$ cat config.mk
export PLATFORM = sky130hd
export DESIGN_NAME = case_sel_arbiter_ctrl
export DESIGN_NICKNAME = d
export VERILOG_FILES = /design/src/rtl/case_sel_arbiter_ctrl.sv
export SDC_FILE = /design/constraint.sdc
export NUM_CORES = 1
export LEC_CHECK = 0
export BUFFER_PORTS_ARGS = -buffer_cell sky130_fd_sc_hd__buf_4
export CAP_MARGIN = 20
export CELL_PAD_IN_SITES_DETAIL_PLACEMENT = 1
export CELL_PAD_IN_SITES_GLOBAL_PLACEMENT = 1
export CORE_MARGIN = 4
export CORE_UTILIZATION = 43
export DETAILED_ROUTE_END_ITERATION = 8
export MAX_ROUTING_LAYER = met4
export PLACE_DENSITY_LB_ADDON = 0.1
export SLEW_MARGIN = 30
export SYNTH_ARGS = -nofsm -noshare
export SYNTH_HDL_FRONTEND = slang
export SYNTH_SLANG_ARGS = --single-unit
$ cat constraint.sdc
create_clock -name clk -period 3.45 [get_ports clk]
set_clock_uncertainty 0.15 [all_clocks]
set_input_delay 0.345 -clock clk [delete_from_list [all_inputs] [get_ports clk]]
set_output_delay 0.345 -clock clk [all_outputs]
set_load 0.01 [all_outputs]
$ cat src/rtl/case_sel_arbiter_ctrl.sv
// Arbiter that shares one 4-way case-decoded resource among 4 requesters.
// It grants in fixed-priority or round-robin order and holds each grant until done, request drop or timeout.
module case_sel_arbiter_ctrl #(
   parameter int MAX_HOLD = 8
) (
   input  logic       clk,
   input  logic       rst,
   input  logic       mode,
   input  logic [3:0] req,
   input  logic       done,
   output logic [3:0] gnt,
   output logic [1:0] gnt_sel,
   output logic       gnt_valid,
   output logic       timeout_err
);

   localparam int HW = (MAX_HOLD > 2) ? $clog2(MAX_HOLD) : 1;
   localparam logic [HW-1:0] HOLD_LAST = HW'(MAX_HOLD - 1);

   typedef enum logic [1:0] {
      IDLE    = 2'd0,
      GRANT   = 2'd1,
      RELEASE = 2'd2
   } state_t;

   state_t        state, state_n;
   logic [HW-1:0] hold_cnt, hold_n;
   logic [1:0]    rr_ptr, rr_n;
   logic [3:0]    gnt_n;
   logic [1:0]    sel_n;
   logic          valid_n, to_n;

   logic [3:0]    rot;
   logic [2:0]    fix_pick, rr_pick;
   logic          win_valid;
   logic [1:0]    win_idx;

   // Returns {found, index} of the lowest set bit. An X or all-zero vector falls to "none".
   function automatic logic [2:0] first_set(input logic [3:0] v);
      logic [2:0] r;
      priority casez (v)
         4'b???1: r = 3'b100;
         4'b??10: r = 3'b101;
         4'b?100: r = 3'b110;
         4'b1000: r = 3'b111;
         default: r = 3'b000;
      endcase
      return r;
   endfunction

   // rot[k] is requester (rr_ptr+1+k) mod 4, so the search starts just past the last owner.
   always_comb begin
      rot = 4'b0000;
      unique case (rr_ptr)
         2'd0:    rot = {req[0], req[3], req[2], req[1]};
         2'd1:    rot = {req[1], req[0], req[3], req[2]};
         2'd2:    rot = {req[2], req[1], req[0], req[3]};
         2'd3:    rot = req;
         default: rot = 4'b0000;
      endcase
   end

   always_comb begin
      fix_pick  = first_set(req);
      rr_pick   = first_set(rot);
      win_valid = 1'b0;
      win_idx   = 2'd0;
      case (mode)
         1'b0: begin
            win_valid = fix_pick[2];
            win_idx   = fix_pick[1:0];
         end
         1'b1: begin
            win_valid = rr_pick[2];
            win_idx   = rr_ptr + 2'd1 + rr_pick[1:0];
         end
         default: begin
            win_valid = 1'b0;
            win_idx   = 2'd0;
         end
      endcase
   end

   always_comb begin
      state_n = state;
      hold_n  = hold_cnt;
      rr_n    = rr_ptr;
      gnt_n   = gnt;
      sel_n   = gnt_sel;
      valid_n = gnt_valid;
      to_n    = 1'b0;
      case (state)
         IDLE: begin
            if (win_valid) begin
               state_n = GRANT;
               gnt_n   = 4'b0001 << win_idx;
               sel_n   = win_idx;
               valid_n = 1'b1;
               hold_n  = '0;
            end
         end
         GRANT: begin
            hold_n = hold_cnt + HW'(1);
            if (done || !req[gnt_sel] || (hold_cnt == HOLD_LAST)) begin
               state_n = RELEASE;
               gnt_n   = 4'b0000;
               valid_n = 1'b0;
               hold_n  = '0;
               // done and request drop both take precedence over a simultaneous timeout
               to_n    = !done && req[gnt_sel] && (hold_cnt == HOLD_LAST);
            end
         end
         RELEASE: begin
            state_n = IDLE;
            rr_n    = gnt_sel;
         end
         default: begin
            state_n = IDLE;
            gnt_n   = 4'b0000;
            valid_n = 1'b0;
         end
      endcase
   end

   always_ff @(posedge clk) begin
      if (rst) begin
         state       <= IDLE;
         hold_cnt    <= '0;
         rr_ptr      <= 2'd3;
         gnt         <= 4'b0000;
         gnt_sel     <= 2'd0;
         gnt_valid   <= 1'b0;
         timeout_err <= 1'b0;
      end else begin
         state       <= state_n;
         hold_cnt    <= hold_n;
         rr_ptr      <= rr_n;
         gnt         <= gnt_n;
         gnt_sel     <= sel_n;
         gnt_valid   <= valid_n;
         timeout_err <= to_n;
      end
   end

   a_gnt_onehot: assert property (@(posedge clk) disable iff (rst) $onehot0(gnt));
   a_valid_or:   assert property (@(posedge clk) disable iff (rst) gnt_valid == (|gnt));
   a_sel_match:  assert property (@(posedge clk) disable iff (rst) gnt[gnt_sel] == gnt_valid);
   a_to_pulse:   assert property (@(posedge clk) disable iff (rst) timeout_err |=> !timeout_err);

endmodule

# Word-level counts from Yosys, hierarchy flattened
# Cells that the tools add are included.
# Widths: inputs -> output; s select.
op_classes:
  n_addsub: 3
  n_mul: 0
  div_mod_pow: 0
  magnitude_cmp: 1
  eq_ne: 14
  shift: 1
  muxes: 19
  n_bitwise: 4
  n_reduce_logical: 14
op_table:
  columns: ["cell", "count"]
  rows:
  - ["$pmux 3 s4", 2]
  - ["$pmux 4 s4", 1]
  - ["$pmux 4 s3", 1]
  - ["$eq 2x2->1 const B", 5]
  - ["$eq 3x3->1 const B", 3]
  - ["$eq 4x4->1 const B", 2]
  - ["$mux 4", 2]
  - ["$pmux 2 s2", 2]
  - ["$mux 3", 2]
  - ["$pmux 3 s2", 1]
  - ["$reduce_and 2->1", 3]
  - ["$eq 2x1->1 const B", 2]
  - ["$logic_not 2->1", 2]
  - ["$mux 2", 2]
  - ["$ne 2x2->1 const B", 2]
  - ["$not 1->1", 4]
  - ["$shl 1x2->4 const A", 1]
  - ["$add 3x1->3 const B", 1]
  - ["$lt 2x3->1 const B", 1]
  - ["$mux 1", 3]
  - ["$pmux 1 s3", 1]
  - ["$reduce_and 3->1", 1]
  - ["$reduce_or 3->1", 1]
  - ["$add 2x1->2 const B", 1]
  - ["7 further kinds", 10]
totals:
  register_bits: 15
  latchBits: 0
  ram_bits: 0
  rom_bits: 0
  out_inout_bits: 8
  memories: 0

# Logic depth before layout (Yosys ltp)
logic_depth:
  depth_word: 9
  depth_mapped: 9
  ltp_nobuf: 9

# Least setup slack after synthesis
# OpenSTA, ideal clock, no wires.
synth_timing:
  path_type: "register to register"
  start: "reg rr_ptr[0]"
  end: "reg gnt_sel[1]"
  setup_ns: 0.086
  arrival_ns: 2.107
  required_ns: 3.214
  slack_ns: 1.107
  path_stages_with_launch: 9
  synth_period_minus_slack_ns: 2.343
  path_cell_list: "dfxtp_1 > buf_2 > or4_2 > o221a_2 > ha_1 > xor2_1 > xnor2_1 > o21a_1 > a211oi_1"
synth_between:
  elab_chain_cells: 6
synth_rtl:
  columns: ["item", "line", "rtl"]
  rows:
  - ["from (decl)", "28", "logic [1:0] rr_ptr, rr_n;"]
  - ["from (signal assigned)", "137", "rr_ptr <= rr_n;"]
  - ["$eq 2x2->1 (tied with other cells)", "54", "unique case (rr_ptr)"]
  - ["$pmux 4 s4", "54", null]
  - ["$eq 4x4->1 (tied with other cells)", "41", "priority casez (v)"]
  - ["$pmux 3 s4", "41", null]
  - ["$add 2x2->2 or $pmux 1 s2 (tied branches)", "75, 68", null]
  - ["$pmux 2 s2 or $reduce_and 2->1 (tied branches)", null, null]
  - ["to (signal assigned)", "139", "gnt_sel <= sel_n;"]
  - ["to (decl)", "12", "output logic [1:0] gnt_sel,"]
# Several ways; a longest one is shown, not always the timed one.
# A chain may end at the register's enable or synchronous reset.

# Final worst setup path
# Same ends and word-level chain as after synthesis.

==> summary.txt <==
Run status
  • Status: completed

Worst setup path
  • Kind of critical path: reg -> reg
  • Largest stage delay, worst path: about 0.71 ns
  • CP max FO: 12
  • WP data required: about 3.5 ns
  • Crit end category: flop
  • Worst setup SP type: flop
  • Reg2reg end: gnt_sel[1]
  • Worst Setup SP: rr_ptr[0]
  • Reg2reg setup slack: between 0.9 and 1 ns
  • Arrival time worst endpoint: approximately 2.5 ns
  • Slowest stage cell, crit path: or4_2
  • R2r worst-path depth: 7
  • Critical R2R Launch: rr_ptr[0]
  • CP cell instances: or4_2, o221a_2, ha_1, xor2_1, xnor2_1, o21a_1, a211oi_1
  • Worst setup endpoint: gnt_sel[1]

Route
  • DR pass1 iterations: 4
  • Wire per inst: around 15 um
  • Routed WL: 2224 um
  • DR vias: between 800 and 900
  • Post-DR vias/cell: between 5 and 6
  • DRC Markers: 0
  • Initial DRC Count: 14
  • Post-route ant nets: 0

STA
  • Minimum clock period: between 2 and 2.5 ns
  • Worst-Margin Slew: approximately 0.51 ns
  • Max-slew violations: 0
  • Unrepaired setup endpoints after global routing: false
  • Setup violations, final: 0
  • WHS: around 0.2 ns
  • Max_slew headroom: roughly two thirds
  • Fmax: 404.3 MHz
  • Fin. Hold Viols: 0
  • Final period utilization: between 70 and 80%
  • Setup TNS: 0 ns

Clock tree
  • Worst-Skew Late Latency: around 0.29 ns
  • Clk root buf: clkbuf_4
  • Clk buf depth: 2
  • H-tree levels: 1
  • Total CTS buffers: 3
  • Cts repair resizes: 0
  • Clk sink count: 15
  • Hold buffers post-CTS: 0
  • Reg clk slew, reported paths: 0.09 ns
  • CTS tree: built
  • Total setup buffers inserted after CTS: 0

Yosys
  • Post-synthesis register bit count: 15
  • Ys async rst share: 0%
  • Cells after synthesis: between 100 and 150
  • Post-synthesis average cell area: around 8.7 sq um
  • Post-synth top flop: dfxtp_1
  • Yosys cell types: 37
  • Sequential-to-total area share from yosys stat: roughly 33%
  • Syn nets: around 120
  • Synth Warn #: 0
  • Post-synthesis cell area: between 900 and 1000 sq um
  • EDFF count, synth: 0

Floorplanning
  • Die X: 54.15 um
  • Die Ht: between 50 and 60 um
  • Core Area: approximately 2000 sq um
  • Initial Utilization: 45.75%
  • Row cnt: 16
  • Die ar.: between 2000 and 3000 sq um
  • I/O Pins: 16

Pwr
  • Leak: 0.4342 nW
  • Worst ir drop on vdd: 209.0 uV
  • Clock network power share: approximately a quarter
  • Power Internal: roughly 0.29 mW
  • Switching power: 0.1437 mW
  • Switching share of power: between 30% and 40%
  • Sequential fraction of design power: a little under half
  • Pwr per Cell Area: roughly 420 nW/um^2
  • Combinational power share: ~29%

Final layout
  • Area of the multi-input gates: 535.5 sq um
  • FF+latch area: 300.3 sq um
  • Share of post-route cells with drive strength above 1: roughly a fifth
  • Ant. Diodes: 0
  • P&R area growth vs syn: 13.93%
  • Final nets: about 130
  • Fillers: approximately 260

Placed design
  • Final GP Congestion: between 0.7 and 0.8
  • Buffers on Ports: 15
  • Detailed placer's ending HPWL: approximately 1800 um

Global routing
  • Global-route wire length before repair: around 3700 um
  • Gr usage total: 18.12%
  • GRT overflow: 0
  • Largest net degree at the start of global routing: 20
  • Initial antenna violation count: 0
  • Vias in the first global route: 778

Worst hold path
  • Worst hold path type: in -> reg

Job
  • Max Cap Viol: 0
==> cells in the mapped netlist (all sizes together) (2+ instances only) <==
cell type | number | area share (%)
dfxtp | 15 | 33
buf | 6 | 4.5
a21oi | 2 | 1.1
nand2 | 4 | 1.6
a211oi | 2 | 1.6
mux4 | 2 | 5.3
o211ai | 2 | 1.6
or3 | 2 | 1.4
nor2 | 13 | 5.3
mux2i | 2 | 2.2
a31oi | 2 | 1.4
nand2b | 9 | 6.1
inv | 9 | 3.7
ha | 3 | 4.1
nor3 | 2 | 1.1
xnor2 | 2 | 1.9
o21ai | 4 | 2.2
o32ai | 8 | 7.7
==> sequential cells by signal, summed over array words and instances, names as in the netlist <==
| name | cells |
|---|---|
| gnt | 4 |
| gnt_sel | 2 |
| gnt_valid | 1 |
| hold_cnt | 3 |
| rr_ptr | 2 |
| state | 2 |
| timeout_err | 1 |
==> final cells by class <==
cell class / instances / share of cell area, %
multi-input cells: 74 / 51.32
flip-flops and latches: 15 / 28.78
repair buffers: 15 / 10.79
inverters: 9 / 3.237
well taps: 27 / 3.237
clock buffers: 3 / 2.158
clock inverters: 1 / 0.4796
==> through the flow <==
stage	area [sq um]	instances	worst slack [ns]	util [%]	total power [mW]
2_1_floorplan	915.9	105	1.107	-	0.2958
3_3_place_gp	1016	140	1.026	50.75	0.3321
4_1_cts	1044	144	0.9672	52.13	0.4403
5_1_grt	1044	144	0.8073	52.13	0.4639
6_report	1044	144	0.9763	52.13	0.4346
3_5_place_dp	1016	140	0.9886	50.75	0.3374
==> layer usage <==
layer | global-route usage, % | share of wire, % | up-vias
met3 | 2.493 | 3.1 | 5
met2 | 30.88 | 48 | 15
met5 | - | 0 | -
met4 | 8.714 | 2.1 | 0
li1 | - | - | 409
met1 | 20.63 | 47 | 393
==> worst min path at each step <==
stage / startpoint / end / slack, ns / cells past startpoint
3_5_place_dp: gnt[3] / gnt[3] / 0.33 / 2
2_1_floorplan: hold_cnt[1] / hold_cnt[1] / 0.31 / 2
6_report: rst / hold_cnt[0] / 0.20 / 2
4_1_cts: rst / hold_cnt[0] / 0.19 / 2
5_1_grt: rst / hold_cnt[0] / 0.20 / 2
3_3_place_gp: hold_cnt[1] / hold_cnt[1] / 0.31 / 2
==> cells in the final DEF, fill, tap and decap left out, types with 2 or more instances in the layout <==
cell type / instances
o21ai_0: 4
inv_1: 9
o32ai_1: 8
buf_4: 15
dfxtp_1: 15
nand2_1: 4
xnor2_1: 2
or3_1: 2
a211oi_1: 2
o211ai_1: 2
nor2_1: 13
ha_1: 3
a31oi_1: 2
nor3_1: 2
a21oi_1: 2
clkbuf_4: 3
nand2b_1: 9
mux2i_1: 2
==> critical path: cells and delay by family (launching register included) <==
kind	cells	cell delay [ns]
fa+ha+maj	1	0.18
compound gates	3	0.60
flops	1	0.45
simple gates	1	0.71
xor+xnor	2	0.30
==> cells by family (layout without fill, tap and decap cells) <==
group / after synthesis / after routing / share of synthesized area [%]
simple gates: 36 / 36 / 20.36
xor+xnor: 3 / 3 / 2.869
buf+inv: 16 / 28 / 8.741
flops: 15 / 15 / 32.79
compound gates: 28 / 28 / 23.63
mux: 4 / 4 / 7.514
fa+ha+maj: 3 / 3 / 4.099
==> power groups by stage <==
stage	clock, mW	sequential [mW]	combinational, mW
6_report	0.102	0.206	0.127
5_1_grt	0.112	0.209	0.143
4_1_cts	0.106	0.206	0.128
3_5_place_dp	0	0.210	0.127
3_3_place_gp	0	0.209	0.123
2_1_floorplan	0	0.207	0.0885
Power figures use the tool's default switching activity.
